==> src/rtl/fb_fill_ctrl.sv <==
// fb_fill_ctrl: framebuffer pixel writer merging CPU single-pixel writes with a rectangle-fill engine.
// CPU writes always win the write port; the fill engine stalls in place for each CPU cycle.
module fb_fill_ctrl #(
    parameter int FB_W = 160,
    parameter int FB_H = 120
) (
    input  logic       clk50,
    input  logic       rst,
    input  logic       cpu_we,
    input  logic [7:0] cpu_x,
    input  logic [6:0] cpu_y,
    input  logic [8:0] cpu_dt,
    input  logic       fill_start,
    input  logic [7:0] fill_x0,
    input  logic [6:0] fill_y0,
    input  logic [7:0] fill_x1,
    input  logic [6:0] fill_y1,
    input  logic [8:0] fill_color,
    output logic       fill_busy,
    output logic       fill_done,
    output logic [9:0] fb_wx,
    output logic [9:0] fb_wy,
    output logic [8:0] fb_dt,
    output logic       fb_sw
);
    typedef enum logic [1:0] {IDLE, SETUP, FILL, DONE} state_t;
    state_t     state_q;
    logic [7:0] x0_q, x1_q, cx_q, x1_c;
    logic [6:0] y0_q, y1_q, cy_q, y1_c;
    logic [8:0] col_q;
    logic       cpu_ok, fill_pix, row_end, last_pix;
    assign x1_c     = (int'(x1_q) > FB_W - 1) ? 8'(FB_W - 1) : x1_q;
    assign y1_c     = (int'(y1_q) > FB_H - 1) ? 7'(FB_H - 1) : y1_q;
    assign cpu_ok   = cpu_we && (int'(cpu_x) < FB_W) && (int'(cpu_y) < FB_H);
    assign fill_pix = (state_q == FILL) && !cpu_we;
    assign row_end  = cx_q == x1_q;
    assign last_pix = row_end && (cy_q == y1_q);
    always_ff @(posedge clk50 or posedge rst) begin
        if (rst) begin
            state_q   <= IDLE;
            x0_q      <= '0;
            x1_q      <= '0;
            y0_q      <= '0;
            y1_q      <= '0;
            cx_q      <= '0;
            cy_q      <= '0;
            col_q     <= '0;
            fb_wx     <= '0;
            fb_wy     <= '0;
            fb_dt     <= '0;
            fb_sw     <= 1'b0;
            fill_busy <= 1'b0;
            fill_done <= 1'b0;
        end else begin
            fb_sw     <= cpu_ok || fill_pix;
            fill_done <= state_q == DONE;
            if (cpu_ok) begin
                fb_wx <= {2'b00, cpu_x};
                fb_wy <= {3'b000, cpu_y};
                fb_dt <= cpu_dt;
            end else if (fill_pix) begin
                fb_wx <= {2'b00, cx_q};
                fb_wy <= {3'b000, cy_q};
                fb_dt <= col_q;
            end
            case (state_q)
                IDLE: if (fill_start) begin
                    x0_q      <= fill_x0;
                    y0_q      <= fill_y0;
                    x1_q      <= fill_x1;
                    y1_q      <= fill_y1;
                    col_q     <= fill_color;
                    state_q   <= SETUP;
                    fill_busy <= 1'b1;
                end
                SETUP: begin
                    x1_q <= x1_c;
                    y1_q <= y1_c;
                    if (x0_q > x1_c || y0_q > y1_c) begin
                        state_q   <= DONE;
                        fill_busy <= 1'b0;
                    end else begin
                        cx_q    <= x0_q;
                        cy_q    <= y0_q;
                        state_q <= FILL;
                    end
                end
                // a CPU cycle leaves cx/cy untouched so the same fill pixel is retried
                FILL: if (!cpu_we) begin
                    if (last_pix) begin
                        state_q   <= DONE;
                        fill_busy <= 1'b0;
                    end else if (row_end) begin
                        cx_q <= x0_q;
                        cy_q <= cy_q + 7'd1;
                    end else begin
                        cx_q <= cx_q + 8'd1;
                    end
                end
                default: state_q <= IDLE;
            endcase
        end
    end
endmodule

==> config.mk <==
export PLATFORM = sky130hd
export DESIGN_NAME = fb_fill_ctrl
export DESIGN_NICKNAME = d
export VERILOG_FILES = /design/src/rtl/fb_fill_ctrl.sv
export SDC_FILE = /design/constraint.sdc
export NUM_CORES = 1
export LEC_CHECK = 0
export ABC_AREA = 1
export CORE_ASPECT_RATIO = 0.75
export CORE_UTILIZATION = 35
export CTS_CLUSTER_DIAMETER = 100
export DETAILED_ROUTE_END_ITERATION = 8
export PLACE_DENSITY = 0.57
export SYNTH_ARGS = -nofsm -noshare
export SYNTH_HDL_FRONTEND = slang
export SYNTH_SLANG_ARGS = --single-unit
==> constraint.sdc <==
create_clock -name clk50 -period 3.58 [get_ports clk50]
set_input_delay 0.716 -clock clk50 [delete_from_list [all_inputs] [get_ports clk50]]
set_output_delay 0.716 -clock clk50 [all_outputs]
set_load 0.05 [all_outputs]
==> flow_summary.json, run 1 <==
{
  "htree_levels": 3,
  "cts_tree": "done",
  "clock.fmax_mhz": 372,
  "status": "finished clean",
  "endpoint": "cx_q[0]",
  "finalCritPeriodShare_pct": 75.1,
  "antenna_found_initial": 0,
  "power_mw": 5.47,
  "ir_worst_vdd_mv": 0.507,
  "fp.dieH_um": 102,
  "crit_path_start": "x1_q[6]",
  "area_growth_syn_to_layout_pct": 28.5,
  "regToRegStartpoint": "x1_q[6]",
  "hold_ws_ns": 0.484,
  "grt_pass1_vias": 3807,
  "synthCells": 563,
  "p_per_area_nw_per_um2": 922,
  "synth.top_cell.area_share_pct": 44.9,
  "place_congestion": 0.918,
  "dpl.hpwl_um": 9350,
  "worst_pin_slew_ns": 0.762,
  "min_period_ns": 2.69,
  "grt.overflow.total": 0,
  "worst_ep_arrival_time_ns": 2.97,
  "cts_setup_buffers": 0,
  "multi_input_area_um2": 2240,
  "synth.avg_cell_area_um2": 8.21,
  "dr.first_iter.drc_count": 253,
  "hold_viol_final": 0,
  "netlist_area_um2": 4620,
  "setup_violations": 0,
  "ys_warn_count": 0,
  "drc": 0,
  "core_area_um2": 12600,
  "max-cap-violations": 0,
  "numClockSinks": 83,
  "hold_buffers": 0,
  "ys_seq_area_share_pct": 44.9,
  "grt_start_max_net_pins": 44,
  "fp.dieW_um": 135,
  "ioPinCount": 99,
  "grt_pass1_wl_um": 20300,
  "synthDistinctLibCells": 34,
  "n_antenna_cell": 0,
  "crit_top_cell": "nand2_1",
  "r2r_slack_ns": 0.89,
  "path_max_fanout": 12,
  "viasPerCell": 4.82,
  "detailroute.via_count": 3959,
  "fin_ws_ns": 0.891,
  "ff2ff_path_depth": 15,
  "grt_usage_pct": 19.2,
  "rows": 35,
  "avgRoutedWirePerCell_um": 15.0,
  "r2r-end": "cx_q[0]",
  "critPathSlowestCell": "dfrtp_1",
  "initial_core_util_pct": 36.8,
  "endpoint_kind": "flop",
  "cts_resized": 0,
  "fill_cells": 1228,
  "worstPathCellList": "o21ai_0, inv_1, nor2_1, ha_1, a21oi_1, o21ai_0, nand2_1, nand2_1, o21ai_0, nand2_1, nand2_2, nand2_4, inv_1, nand2_1, nand2_1",
  "start_kind": "flop",
  "first_pass_iters": 5,
  "post-synth-top-area-cell": "dfrtp_1",
  "skew_ns": 0.00707,
  "insertion_delay_ns": 0.34,
  "synth_seq_cells": 83,
  "clockBufferDepth": 2,
  "wirelength_um": 12300,
  "place_ws_ns": 0.957,
  "dieArea_um2": 13700,
  "hold_class": "flop to flop",
  "layout.area.seq_um2": 2080,
  "synth_area_leaders": "dfrtp_1, nand2_1, ha_1",
  "crit_required_ns": 3.86,
  "ant_nets": 0,
  "p_leak_nw": 2.82,
  "cts_made_buffers": 9,
  "port_buffers": 93,
  "rsz0062_at_grt": "false",
  "slew_headroom_pct": 49.1,
  "cts.clk_slew.worst_paths_ns": 0.06,
  "nets": 738,
  "drive_above_1_share_pct": 7.94,
  "slew_violations": 0,
  "finalSetupTns_ns": 0,
  "clockRootBuffer": "clkbuf_16",
  "critPathKind": "flop to flop",
  "cp_slowest_stage_delay_ns": 0.42
}
==> routing by layer <==
metal,wire length (um),track usage (%),vias to the layer above
li1,-,-,2001
met1,6570,30.2,1809
met2,4700,25.8,141
met3,934,4.75,8
met4,96,4.49,0
met5,0,0,-
==> worst max-delay path, delay by kind of cell (launching register included) <==
| family | cells | cell delay (ns) |
|---|---|---|
| AND/OR/NAND/NOR | 8 | 0.90 |
| AO/OA/AOI/OAI | 4 | 0.69 |
| flip-flops | 1 | 0.42 |
| buffers and inverters | 2 | 0.33 |
| adder cells (fa/ha/maj) | 1 | 0.28 |
==> power breakdown <==
part / switching (mW) / internal, mW
Sequential: 0.433 / 1.36
Clock: 0.381 / 0.470
Combinational: 1.81 / 1.03
==> registers in the layout, indices dropped and copies added, names as in the netlist, 7 cells and up <==
name and flops:
col_q 9, fb_dt 9, cx_q 8, fb_wx 8
x0_q 8, x1_q 8, cy_q 7, fb_wy 7
y0_q 7, y1_q 7
==> kinds of logic after synthesis <==
group,share of synthesized area [%]
AND/OR/NAND/NOR,26.4
AO/OA/AOI/OAI,11.2
flip-flops,44.9
buffers and inverters,6.85
XOR/XNOR,4.90
adder cells (fa/ha/maj),5.68
other,0.0811
==> cell usage after synthesis <==
master	instances
inv_2	4
nand3_1	38
nor2_1	26
conb_1	1
or2_2	1
nor2_4	3
buf_2	1
xor2_1	15
o22ai_1	3
nand2_2	11
buf_4	5
buf_12	1
buf_6	3
inv_1	37
o21ai_2	4
buf_1	3
o21ai_0	34
xnor2_1	9
inv_4	1
o21a_1	2
ha_1	21
nor3_1	3
a21oi_1	19
dfrtp_1	83
o211ai_1	12
nand3_4	1
clkbuf_1	13
nand2_1	180
a22oi_1	11
xor2_2	1
nand2_4	4
nor2_2	1
nand4_1	10
o21ai_1	2
==> per-stage QoR <==
step / cell area [um^2] / cells / util [%]
after CTS: 5940 / 821 / 47.3
after detailed placement: 5670 / 805 / 45.1
after floorplan: 4640 / 567 / -
after global routing: 5940 / 821 / 47.3
after global placement: 5670 / 805 / 45.1
final: 5940 / 821 / 47.3
==> how the worst min path moves through the flow <==
| stage | from | endpoint | slack (ns) | cells past startpoint |
|---|---|---|---|---|
| floorplan | col_q[0] | col_q[0] | 0.45 | 2 |
| global placement | fill_busy | fill_busy | 0.47 | 2 |
| detailed placement | fill_busy | fill_busy | 0.46 | 2 |
| CTS | col_q[7] | col_q[7] | 0.49 | 2 |
| global route | col_q[6] | col_q[6] | 0.53 | 2 |
| finish | col_q[7] | col_q[7] | 0.48 | 2 |
==> layout make-up <==
cell class	instances	share of cell area [%]
multi-input combinational	416	37.8
sequential	83	35.0
timing repair buffer	98	16.5
clock buffer	10	3.86
tap	166	3.50
inverter	42	2.72
clock inverter	6	0.674
==> layout by cell type, fill, tap and decap left out, types with 5 or more instances in the layout <==
cell / count
o21ai_0: 34
xor2_1: 15
nand4_1: 10
ha_1: 21
clkdlybuf4s50_1: 93
xnor2_1: 9
nand2_2: 11
conb_1: 5
a21oi_1: 19
nor2_1: 26
nand3_1: 38
a22oi_1: 11
nand2_1: 180
o211ai_1: 12
inv_1: 36
dfrtp_1: 83
clkbuf_16: 9
Power figures use the tool's default switching activity.
==> inputs of run 2 (changes only) <==
- PLACE_DENSITY: 0.57 -> 0.59
- clock period: 3.58 -> 2.3 ns (I/O delays scaled with it)
==> flow_summary.json, run 2 (synthesis gave the netlist of run 1 again) <==
{
  "setup_violations": 0,
  "place_ws_ns": -0.0817,
  "dieArea_um2": 13700,
  "rsz0062_at_grt": "true",
  "crit_path_start": "x1_q[5]",
  "n_antenna_cell": 0,
  "clock.fmax_mhz": 479,
  "power_mw": 8.95,
  "first_pass_iters": 4,
  "p_sw_mw": 4.26,
  "core_area_um2": 12600,
  "endpoint_kind": "flop",
  "avgRoutedWirePerCell_um": 14.7,
  "p_leak_nw": 2.91,
  "port_buffers": 93,
  "dp.cells": 816,
  "initial_core_util_pct": 36.8,
  "ir_worst_vdd_mv": 0.670,
  "pwr-share-comb_pct": 53.3,
  "min_period_ns": 2.09,
  "max-cap-violations": 0,
  "fin_ws_ns": 0.212,
  "clock_power_share_pct": 15.5,
  "hold_class": "input pin to async pin",
  "wirelength_um": 12300,
  "clockRootBuffer": "clkbuf_16",
  "ioPinCount": 99,
  "skew_ns": 0.00740,
  "fin_util_pct": 49.0,
  "fp.dieH_um": 102,
  "viasPerCell": 4.87,
  "hold_viol_final": 0,
  "drive_above_1_share_pct": 12.0,
  "worst_ep_arrival_time_ns": 2.32,
  "reg.largest.list": "col_q: 9 flops, fb_dt: 9 flops",
  "final_common_cell": "nand2_1",
  "intPower_mw": 4.68,
  "cts_tree": "done",
  "path_max_fanout": 7,
  "htree_levels": 3,
  "status": "finished clean",
  "sw_frac_of_total_pct": 47.7,
  "critPathKind": "flop to flop",
  "numClockSinks": 83,
  "insertion_delay_ns": 0.35,
  "dpl.hpwl_um": 9150,
  "detailroute.via_count": 4064,
  "area_growth_syn_to_layout_pct": 33.2,
  "start_kind": "flop",
  "final_cell_count_no_fill": 835,
  "rows": 35,
  "grt_pass1_vias": 3796,
  "nets": 752,
  "dr.first_iter.drc_count": 217,
  "finalSetupTns_ns": 0,
  "worst_pin_slew_ns": 0.511,
  "crit_required_ns": 2.53,
  "dpl_cell_area_um2": 5770,
  "r2r_slack_ns": 0.21,
  "p_seq_share_pct": 31.2,
  "place_congestion": 0.841,
  "final_area_um2": 6160,
  "grt_start_max_net_pins": 75,
  "hold_buffers": 0,
  "hold_ws_ns": 0.407,
  "drc": 0,
  "cts_made_buffers": 9,
  "fp.dieW_um": 135,
  "slew_headroom_pct": 65.8,
  "regToRegStartpoint": "x1_q[5]",
  "grt.overflow.total": 0,
  "grt_usage_pct": 19.0,
  "cts.clk_slew.worst_paths_ns": 0.06,
  "antenna_found_initial": 0,
  "slew_violations": 0,
  "finalCritPeriodShare_pct": 90.8,
  "final_cell_mix": "nand2_1, clkdlybuf4s50_1, dfrtp_1, nand3_1, inv_1",
  "ant_nets": 0,
  "grt_pass1_wl_um": 20000,
  "clockBufferDepth": 2,
  "p_per_area_nw_per_um2": 1450
}
## run 2: cell types whose count changed in the layout (fill, tap and decap cells not counted), sizes merged
cell and delta:
clkbuf -1, clkinv -4, buf +13, inv +4, clkinvlp +1, nand2 +1
## run 2: repair_timing
item / in CTS / in global routing
gates cloned: 0 / 1
setup buffers: 0 / 2
gates resized for setup: 2 / 20
setup endpoints to repair: 5 / 17
pin swaps: 0 / 9
## run 2: critical path, stage by stage, from the launching register on
cell     delay, ns
dfrtp_1       0.39
o21ai_2       0.20
inv_2         0.11
nor2_4        0.14
ha_4          0.21
a21oi_2       0.13
o21ai_1       0.08
nand2_1       0.06
nand2_1       0.04
o21ai_1       0.07
nand2_1       0.10
nand2_4       0.17
nand3_4       0.14
nand2_1       0.08
nand2_1       0.06
## run 2: routing by layer
metal	up-vias	GRT usage [%]	share of wire, %
li1	2036	-	-
met1	1884	30.8	54
met2	135	24.4	38
met3	9	4.30	7.2
met4	0	4.58	0.85
met5	-	0	0
## run 2: path summary, 6_finish.rpt
| kind | endpoint | cells past startpoint |
|---|---|---|
| min | fb_wx[2] | 2 |
| max | cy_q[0] | 14 |
| min reg2reg | col_q[2] | 2 |
| min in group clk50 | col_q[2] | 2 |
| max reg2reg | cy_q[0] | 14 |
| max in group asynchronous | y1_q[4] | 3 |
## run 2: cell type report
| cell class | instances | area, um^2 |
|---|---|---|
| fillers | 1201 | 6410 |
| multi-input cells | 417 | 2330 |
| flip-flops and latches | 83 | 2080 |
| repair buffers | 111 | 1090 |
| clock buffers | 9 | 225 |
| well taps | 166 | 208 |
| inverters | 42 | 166 |
| clock inverters | 7 | 56.3 |
## run 2: power by group through the flow
stage	clock network [mW]	logic (mW)	registers, mW
2_1_floorplan	0	2.75	3.21
3_3_place_gp	0	4.40	2.76
3_5_place_dp	0	4.50	2.78
4_1_cts	1.42	4.52	2.76
5_1_grt	1.48	5.32	2.88
6_report	1.39	4.76	2.79
